<file path="config.mk">
export PLATFORM = sky130hd
export DESIGN_NAME = sd_dat_tx
export DESIGN_NICKNAME = d
export VERILOG_FILES = /design/src/rtl/sd_dat_tx.sv
export SDC_FILE = /design/constraint.sdc
export NUM_CORES = 1
export LEC_CHECK = 0
export BUFFER_PORTS_ARGS = -buffer_cell sky130_fd_sc_hd__buf_2
export CAP_MARGIN = 15
export CORE_MARGIN = 4
export CORE_UTILIZATION = 33
export CTS_CLUSTER_DIAMETER = 150
export DETAILED_ROUTE_END_ITERATION = 16
export PLACE_DENSITY = 0.57
export SYNTH_ARGS = -nofsm -noshare
export SYNTH_HDL_FRONTEND = slang
export SYNTH_SLANG_ARGS = --single-unit
export TNS_END_PERCENT = 20
</file>
<file path="constraint.sdc">
create_clock -name CLK -period 4.2 [get_ports CLK]
set_clock_uncertainty 0.05 [all_clocks]
set_input_delay 0.21 -clock CLK [delete_from_list [all_inputs] [get_ports CLK]]
set_output_delay 0.21 -clock CLK [all_outputs]
set_load 0.05 [all_outputs]
</file>
<file path="src/rtl/sd_dat_tx.sv">
// sd_dat_tx: SD write-direction DAT engine. Streams 32-bit FIFO words as framed 4-bit
// blocks with per-line CRC16, then checks the card's CRC status token and waits out busy.
//
// state     | meaning
// ----------+-----------------------------------------------------------
// IDLE      | waiting for start
// FETCH     | waiting for a FIFO word, strobes tx_buf_rd
// LOAD      | FIFO data valid, load shift register, clear CRCs
// START     | drive start bit (4'h0)
// DATA      | shift one nibble per cycle, prefetch next word at nibble 6
// CRC       | shift out 16 CRC bits per line, MSB first
// END       | drive end bit (4'hF)
// ST_WAIT   | bus released, waiting for status start bit on DAT0
// STATUS    | sample 3 status bits and the end bit
// BUSYW     | waiting for card to release DAT0
// FIN       | pulse done, return to IDLE
module sd_dat_tx #(
   parameter int BUSY_TIMEOUT = 1024
) (
   input  logic        CLK,
   input  logic        rst_L,
   input  logic        start,
   input  logic [11:0] block_size,
   input  logic [15:0] block_count,
   input  logic [31:0] tx_buf_dout,
   input  logic        tx_buf_empty,
   output logic        tx_buf_rd,
   input  logic [3:0]  dat_in,
   output logic [3:0]  dat_out,
   output logic        dat_oe,
   output logic        busy,
   output logic        done,
   output logic [15:0] blocks_done,
   output logic        crc_status_err,
   output logic        timeout_err,
   output logic        underrun_err
);

   localparam int TW = $clog2(BUSY_TIMEOUT + 1);

   typedef enum logic [3:0] {
      S_IDLE, S_FETCH, S_LOAD, S_START, S_DATA, S_CRC,
      S_END, S_ST_WAIT, S_STATUS, S_BUSYW, S_FIN
   } state_t;

   state_t            state_q, state_d;
   logic [31:0]       shift_q, shift_d;
   logic [3:0][15:0]  crc_q, crc_d;
   logic [3:0]        nib_q, nib_d;
   logic [9:0]        words_q, words_d;
   logic [9:0]        wrd_rem_q, wrd_rem_d;
   logic [15:0]       blk_rem_q, blk_rem_d;
   logic [2:0]        sts_q, sts_d;
   logic [TW-1:0]     to_q, to_d;
   logic [15:0]       blocks_done_q, blocks_done_d;
   logic              crc_err_q, crc_err_d;
   logic              to_err_q, to_err_d;
   logic              und_err_q, und_err_d;

   logic              unused_ok;
   assign unused_ok = ^{dat_in[3:1], block_size[1:0]};

   function automatic logic [15:0] crc16_step(input logic [15:0] c, input logic b);
      logic fb;
      fb = c[15] ^ b;
      return {c[14:0], 1'b0} ^ (fb ? 16'h1021 : 16'h0000);
   endfunction

   always_ff @(posedge CLK) begin
      if (!rst_L) begin
         state_q       <= S_IDLE;
         shift_q       <= '0;
         crc_q         <= '0;
         nib_q         <= '0;
         words_q       <= '0;
         wrd_rem_q     <= '0;
         blk_rem_q     <= '0;
         sts_q         <= '0;
         to_q          <= '0;
         blocks_done_q <= '0;
         crc_err_q     <= 1'b0;
         to_err_q      <= 1'b0;
         und_err_q     <= 1'b0;
      end else begin
         state_q       <= state_d;
         shift_q       <= shift_d;
         crc_q         <= crc_d;
         nib_q         <= nib_d;
         words_q       <= words_d;
         wrd_rem_q     <= wrd_rem_d;
         blk_rem_q     <= blk_rem_d;
         sts_q         <= sts_d;
         to_q          <= to_d;
         blocks_done_q <= blocks_done_d;
         crc_err_q     <= crc_err_d;
         to_err_q      <= to_err_d;
         und_err_q     <= und_err_d;
      end
   end

   always_comb begin
      state_d       = state_q;
      shift_d       = shift_q;
      crc_d         = crc_q;
      nib_d         = nib_q;
      words_d       = words_q;
      wrd_rem_d     = wrd_rem_q;
      blk_rem_d     = blk_rem_q;
      sts_d         = sts_q;
      to_d          = to_q;
      blocks_done_d = blocks_done_q;
      crc_err_d     = crc_err_q;
      to_err_d      = to_err_q;
      und_err_d     = und_err_q;
      tx_buf_rd     = 1'b0;
      dat_out       = 4'hF;
      dat_oe        = 1'b0;

      case (state_q)
         S_IDLE: begin
            if (start) begin
               words_d       = block_size[11:2];
               blk_rem_d     = block_count;
               blocks_done_d = '0;
               crc_err_d     = 1'b0;
               to_err_d      = 1'b0;
               und_err_d     = 1'b0;
               if (block_count == 16'd0 || block_size[11:2] == 10'd0) state_d = S_FIN;
               else                                                   state_d = S_FETCH;
            end
         end
         S_FETCH: begin
            if (!tx_buf_empty) begin
               tx_buf_rd = 1'b1;
               state_d   = S_LOAD;
            end
         end
         S_LOAD: begin
            shift_d   = tx_buf_dout;
            nib_d     = '0;
            wrd_rem_d = words_q;
            crc_d     = '0;
            state_d   = S_START;
         end
         S_START: begin
            dat_oe  = 1'b1;
            dat_out = 4'h0;
            state_d = S_DATA;
         end
         S_DATA: begin
            dat_oe  = 1'b1;
            dat_out = shift_q[31:28];
            for (int i = 0; i < 4; i++) crc_d[i] = crc16_step(crc_q[i], shift_q[28+i]);
            shift_d = {shift_q[27:0], 4'h0};
            nib_d   = nib_q + 4'd1;
            // Prefetch at nibble 6 so the next word is on tx_buf_dout during nibble 7.
            if (nib_q == 4'd6 && wrd_rem_q != 10'd1) begin
               if (!tx_buf_empty) begin
                  tx_buf_rd = 1'b1;
               end else begin
                  und_err_d = 1'b1;
                  state_d   = S_FIN;
               end
            end
            if (nib_q == 4'd7) begin
               nib_d = '0;
               if (wrd_rem_q == 10'd1) begin
                  state_d = S_CRC;
               end else begin
                  shift_d   = tx_buf_dout;
                  wrd_rem_d = wrd_rem_q - 10'd1;
               end
            end
         end
         S_CRC: begin
            dat_oe = 1'b1;
            for (int i = 0; i < 4; i++) begin
               dat_out[i] = crc_q[i][15];
               crc_d[i]   = {crc_q[i][14:0], 1'b0};
            end
            nib_d = nib_q + 4'd1;
            if (nib_q == 4'd15) state_d = S_END;
         end
         S_END: begin
            dat_oe  = 1'b1;
            dat_out = 4'hF;
            to_d    = TW'(1);
            state_d = S_ST_WAIT;
         end
         S_ST_WAIT: begin
            to_d = to_q + TW'(1);
            if (!dat_in[0]) begin
               nib_d   = '0;
               state_d = S_STATUS;
            end
         end
         S_STATUS: begin
            to_d  = to_q + TW'(1);
            nib_d = nib_q + 4'd1;
            if (nib_q < 4'd3) begin
               sts_d = {sts_q[1:0], dat_in[0]};
            end else if (sts_q == 3'b010 && dat_in[0]) begin
               blocks_done_d = blocks_done_q + 16'd1;
               state_d       = S_BUSYW;
            end else begin
               crc_err_d = 1'b1;
               state_d   = S_FIN;
            end
         end
         S_BUSYW: begin
            to_d = to_q + TW'(1);
            if (dat_in[0]) begin
               if (blk_rem_q == 16'd1) begin
                  state_d = S_FIN;
               end else begin
                  blk_rem_d = blk_rem_q - 16'd1;
                  state_d   = S_FETCH;
               end
            end
         end
         S_FIN: begin
            state_d = S_IDLE;
         end
         default: state_d = S_IDLE;
      endcase

      // One budget covers status wait, status bits and busy; it overrides any other exit.
      if ((state_q == S_ST_WAIT || state_q == S_STATUS || state_q == S_BUSYW) &&
          to_d == TW'(BUSY_TIMEOUT)) begin
         to_err_d = 1'b1;
         state_d  = S_FIN;
      end
   end

   assign busy           = (state_q != S_IDLE);
   assign done           = (state_q == S_FIN);
   assign blocks_done    = blocks_done_q;
   assign crc_status_err = crc_err_q;
   assign timeout_err    = to_err_q;
   assign underrun_err   = und_err_q;

endmodule

</file>
==> metrics, run 1 <==
worst-margin pin slew=0.885 ns; Design Area, Final=0.00961 mm2; startpoint types=flip-flop; Mapped Nets=1077; Final Slew Violations=0; post-synthesis sequential area ratio=0.424; DPL Wire Length=13500 um; Post-Syn Instances=1001; reg2reg start=state_q[2]; Starting DRT DRC Count=508; post-synth top area share=0.424; starting density of the core=0.336; DRC=0; Final ANT Viol Nets=0; Nets=1144; Ports=95; slowest stage delay, CP=0.70 ns; Final min period=2.91 ns; Clock Path Buffers=2; DRT Wirelength=20000 um; initial antenna violation count=2; CTS buffer count=17; yosys warns=0; Die Width=165 um; total gr overflow=0; Cell Chain, Critical Path=or3b_1 -> nand2_1 -> a221o_1 -> or3_4 -> nor4_4 -> a22o_1; Post-Layout Cell Count=1405; status=completed; dpl cells=1362; Bufs and invs on worst path=0; Hold Crit Class=primary input to flip-flop; min setup slack post-route=1.29 ns; maximum VDD drop=0.000280 V; post-layout power=6.24 mW; Port Buffers=89; commonest cells in the synthesized netlist=dfxtp_1, nor2_1, nand2_1; maximum number of pins on one net before global-route repair=65; post-CTS setup buffer count=0; Peak Freq=343 MHz; synthesized flop and latch total=173; Root Buffer=clkbuf_16; GPL Wtd Cong=0.833; vias=7225; Post-Syn Area per Cell=8.16 um2; Setup WS pre-CTS=1.28 ns; Setup violations, final=0; P&R area growth vs syn=17.7%; setup TNS=0 ns; period utilization=0.693; CTS sink cnt=173; Crit. End Element=flip-flop; CTS HTree Levels=4; Lkg Pwr=3.53 nW; Arr. time, crit path=3.24 ns; CP Data Required Time=4.53 ns; layout cell share with drive strength beyond 1=0.146; Multi-input gate area=0.00437 mm2; synthesized cell area=0.00817 mm2; pwr dens=649 mW/mm2; slowest cell on the critical path=dfxtp_1; Setup crit start=state_q[2]; CP delay by family, top=simple AND/OR/NAND/NOR gates; hold wc startpoint=tx_buf_dout[13]; vias in the first global route=6692; Die Area=0.0273 mm2; CTS tree=yes; Slew headroom=0.409; Min Hold Slack=0.0504 ns; count leader, synth=dfxtp_1; Skew-Pair Late Insertion Delay=0.43 ns; # rows=57; Core Util, Final=0.395; GRT Total Usage=0.148; Core ar.=0.0243 mm2; first-pass GRT wire length=33300 um; Crit Path Max Fanout=17; synth unique cells=67; Vert. Die Dim=165 um; Synth area leader=dfxtp_1; register area=0.00346 mm2; Final Hold Fails=0; synth top area cells=dfxtp_1, nor2_1, a22oi_1; placed inst area=0.00891 mm2; Layout fillers=2448; async set-or-reset flop fraction in the synthesized netlist=0; drt wl/cell=14.2 um; DR pass1 iterations=5; Reg clk slew, reported paths=0.08 ns; RSZ-0062 raised after global routing=false; ant diodes=0; Post-synth top flop=dfxtp_1; CP Class=flip-flop to flip-flop; Post-synth EDFFs=0; MaxCap Viol Count=0; post-CTS sizing=0; drt via density=5.14
-- report_power, final --
part	switching, mW	internal [mW]	leakage [nW]
sequential	0.231	1.93	1.40
clock	0.743	0.853	0.294
combinational	1.63	0.850	1.84
total	2.61	3.63	3.53
-- layout make-up --
cell class | instances | area share
Timing Repair Buffer | 120 | 0.0734
Sequential cell | 173 | 0.360
Clock buffer | 17 | 0.0442
Multi-Input combinational cell | 738 | 0.455
Tap cell | 324 | 0.0422
Inverter | 18 | 0.00729
Clock inverter | 15 | 0.0180
-- worst paths after layout --
kind	to	slack [ns]	cells after the start
hold / removal	shift_q[13]	0.05	3
setup reg to reg	timeout_err	1.29	6
hold reg to reg	words_q[9]	0.41	2
setup / recovery	timeout_err	1.29	6
-- state kept, by name (all words and copies together) (netlist names), 3 cells and up --
register and cells:
blk_rem_q 16, blocks_done 16, crc_q 64, nib_q 4, shift_q 32, state_q 4
sts_q 3, to_q 11, words_q 10, wrd_rem_q 10
-- worst register-to-register path: stages, from the launching register on --
cell and delay, ns:
dfxtp_1 0.70, or3b_1 0.42, nand2_1 0.32, a221o_1 0.42, or3_4 0.35, nor4_4 0.40, a22o_1 0.19
-- layout by cell type (no fill, tap or decap), drive strengths merged, types with 17 or more instances in the layout --
| cell | netlist | layout |
|---|---|---|
| dfxtp | 173 | 173 |
| nand2 | 91 | 91 |
| buf | 14 | 109 |
| xor2 | 23 | 23 |
| clkbuf | 58 | 17 |
| nor2 | 170 | 170 |
| a21oi | 70 | 70 |
| inv | 18 | 26 |
| a211oi | 41 | 41 |
| nor3 | 19 | 19 |
| nand3 | 19 | 19 |
| o21ai | 47 | 47 |
| a22oi | 66 | 66 |
| mux2i | 33 | 33 |
-- kinds of logic after synthesis --
| group | after synthesis | synth area share |
|---|---|---|
| DFF | 173 | 0.424 |
| buffers and inverters | 90 | 0.0438 |
| adders and majority gates | 8 | 0.0123 |
| muxes | 34 | 0.0418 |
| and+or+nand+nor | 396 | 0.228 |
| AOI/OAI and AO/OA | 269 | 0.217 |
| xor gates and xnor gates | 31 | 0.0332 |
-- metal layers --
| metal | wire, um | track usage |
|---|---|---|
| met1 | 9580 | 0.201 |
| met2 | 9120 | 0.231 |
| met3 | 1010 | 0.0407 |
| met4 | 245 | 0.0431 |
| met5 | 29 | 0 |
-- what timing repair did --
item                                    4_1_cts  5_1_grt
endpoints found under the hold margin        11        0
endpoints found under the setup margin        0        0
hold buffers                                 11        0
(Power assumes the default switching activity.)
==> run 2: changes to the inputs <==
PLACE_DENSITY = 0.59   (was 0.57)
clock period = 2.5 ns   (was 4.2 ns; I/O delays follow)
==> run 2 against run 1 <==
  * Register-to-register slack worse by 1.2 ns
  * Fmax rose by 23%
  * Non-clock buffer count increased by 58
  * Worst setup slack got worse by 1.2 ns
  * Via count increased by 2.9%
  * Design area increased by 5.9%
  * Combinational power is 84% higher
  * Hold slack got worse by 0.034 ns
  * Critical path type unchanged
==> metrics, run 2 (synthesis gave the netlist of run 1 again) <==
dpl cells=1387; Die Width=165 um; DPL Wire Length=13800 um; worst-margin pin slew=0.700 ns; pwr dens=1060 mW/mm2; Clock Path Buffers=2; drt via density=5.08; Final Slew Violations=0; CP Class=flip-flop to flip-flop; Final Hold Fails=0; sequential share of power=0.334; P&R area growth vs syn=24.6%; CTS buffer count=17; max reg flops=64; DRC=0; CTS HTree Levels=4; Port Buffers=89; starting density of the core=0.336; Psw=4.37 mW; DR pass1 iterations=5; Vert. Die Dim=165 um; P_int=6.38 mW; most frequent cells in the layout=dfxtp_1, nor2_1, nand2_1; total gr overflow=0; DRT Wirelength=20300 um; Setup violations, final=0; layout cell share with drive strength beyond 1=0.166; Ports=95; most common cell after layout, fill and taps aside=dfxtp_1; CTS sink cnt=173; Final min period=2.37 ns; Arr. time, crit path=2.66 ns; vias=7438; RSZ-0062 raised after global routing=true; GPL Wtd Cong=0.860; CTS tree=yes; startpoint types=flip-flop; period utilization=0.947; switch share=0.407; reg2reg path depth=7; Hold Crit Class=primary input to flip-flop; setup TNS=0 ns; Post-Layout Cell Count=1463; maximum number of pins on one net before global-route repair=61; first-pass GRT wire length=33600 um; Final ANT Viol Nets=0; Peak Freq=422 MHz; hold path depth=3; # rows=57; Largest regs=crc_q x64, shift_q x32; Root Buffer=clkbuf_16; GRT Total Usage=0.149; CP Data Required Time=2.79 ns; drt wl/cell=13.9 um; placed inst area=0.00914 mm2; Largest Register=crc_q; MaxCap Viol Count=0; Design Area, Final=0.0102 mm2; Slew headroom=0.533; Core ar.=0.0243 mm2; initial antenna violation count=1; Lkg Pwr=3.80 nW; status=completed; Starting DRT DRC Count=590; Die Area=0.0273 mm2; Nets=1202; vias in the first global route=6856; Reg clk slew, reported paths=0.07 ns; Skew-Pair Late Insertion Delay=0.43 ns; maximum VDD drop=0.000415 V; Crit Path Max Fanout=16; Combinational Power Share=0.425; Crit. End Element=flip-flop; Clock Power Share=0.241
[run 2: changes by cell type in the layout (fill, tap and decap cells not counted), sizes merged]
| cell | previous run | this run |
|---|---|---|
| inv | 26 | 25 |
| buf | 109 | 136 |
| diode | 0 | 1 |
| dlygate4sd3 | 11 | 42 |
| clkinv | 5 | 3 |
| clkbuf | 17 | 19 |
[run 2: timing repair]
item                                    CTS  global route
endpoints found under the hold margin    42             0
hold buffers                             42             0
resized for setup                         0             9
endpoints found under the setup margin    0            18
setup buffers                             0             2
[run 2: routing by layer]
metal / vias up / global-route usage / wire length, um
met5: - / 0 / 0
met4: 0 / 0.0420 / 295
met3: 19 / 0.0375 / 899
met2: 135 / 0.238 / 9320
met1: 3444 / 0.201 / 9760
li1: 3840 / - / -
[run 2: cell type report]
type / count / area (um2)
multi-input cells: 738 / 4410
diodes: 1 / 2.50
fillers: 2421 / 14100
well taps: 324 / 405
repair buffers: 178 / 1260
clock buffers: 19 / 443
clock inverters: 12 / 128
inverters: 18 / 70.1
flip-flops and latches: 173 / 3460
[run 2: power groups by stage]
stage	sequential [mW]	combinational [mW]	clock [mW]
after floorplan	3.64	3.19	0
after global placement	3.63	4.45	0
after detailed placement	3.64	4.48	0
after CTS	3.58	4.55	2.68
after global routing	3.64	5.08	2.80
final	3.58	4.57	2.59
[run 2: stage by stage]
step	power [mW]	utilization	setup WS [ns]	hold WS [ns]
3_5_place_dp	8.12	0.376	0.0405	0.338
3_3_place_gp	8.08	0.376	0.0613	0.332
6_report	10.7	0.418	0.131	0.0166
2_1_floorplan	6.83	-	0.107	0.211
4_1_cts	10.8	0.416	0.0339	0.00513
5_1_grt	11.5	0.418	-0.00198	0.0172
[run 2: worst max-delay path, cell delays in order (launching register included)]
cell      delay, ns
dfxtp_1        0.31
buf_4          0.19
buf_4          0.19
nand2b_1       0.22
or3_1          0.43
or3_1          0.43
a311o_1        0.29
a211oi_1       0.18
[run 2: final timing paths]
path                       to             from  slack [ns]
setup / recovery   state_q[2]       state_q[3]        0.13
hold / removal    shift_q[25]  tx_buf_dout[25]        0.02
setup reg to reg   state_q[2]       state_q[3]        0.13
hold reg to reg    words_q[6]       words_q[6]        0.41
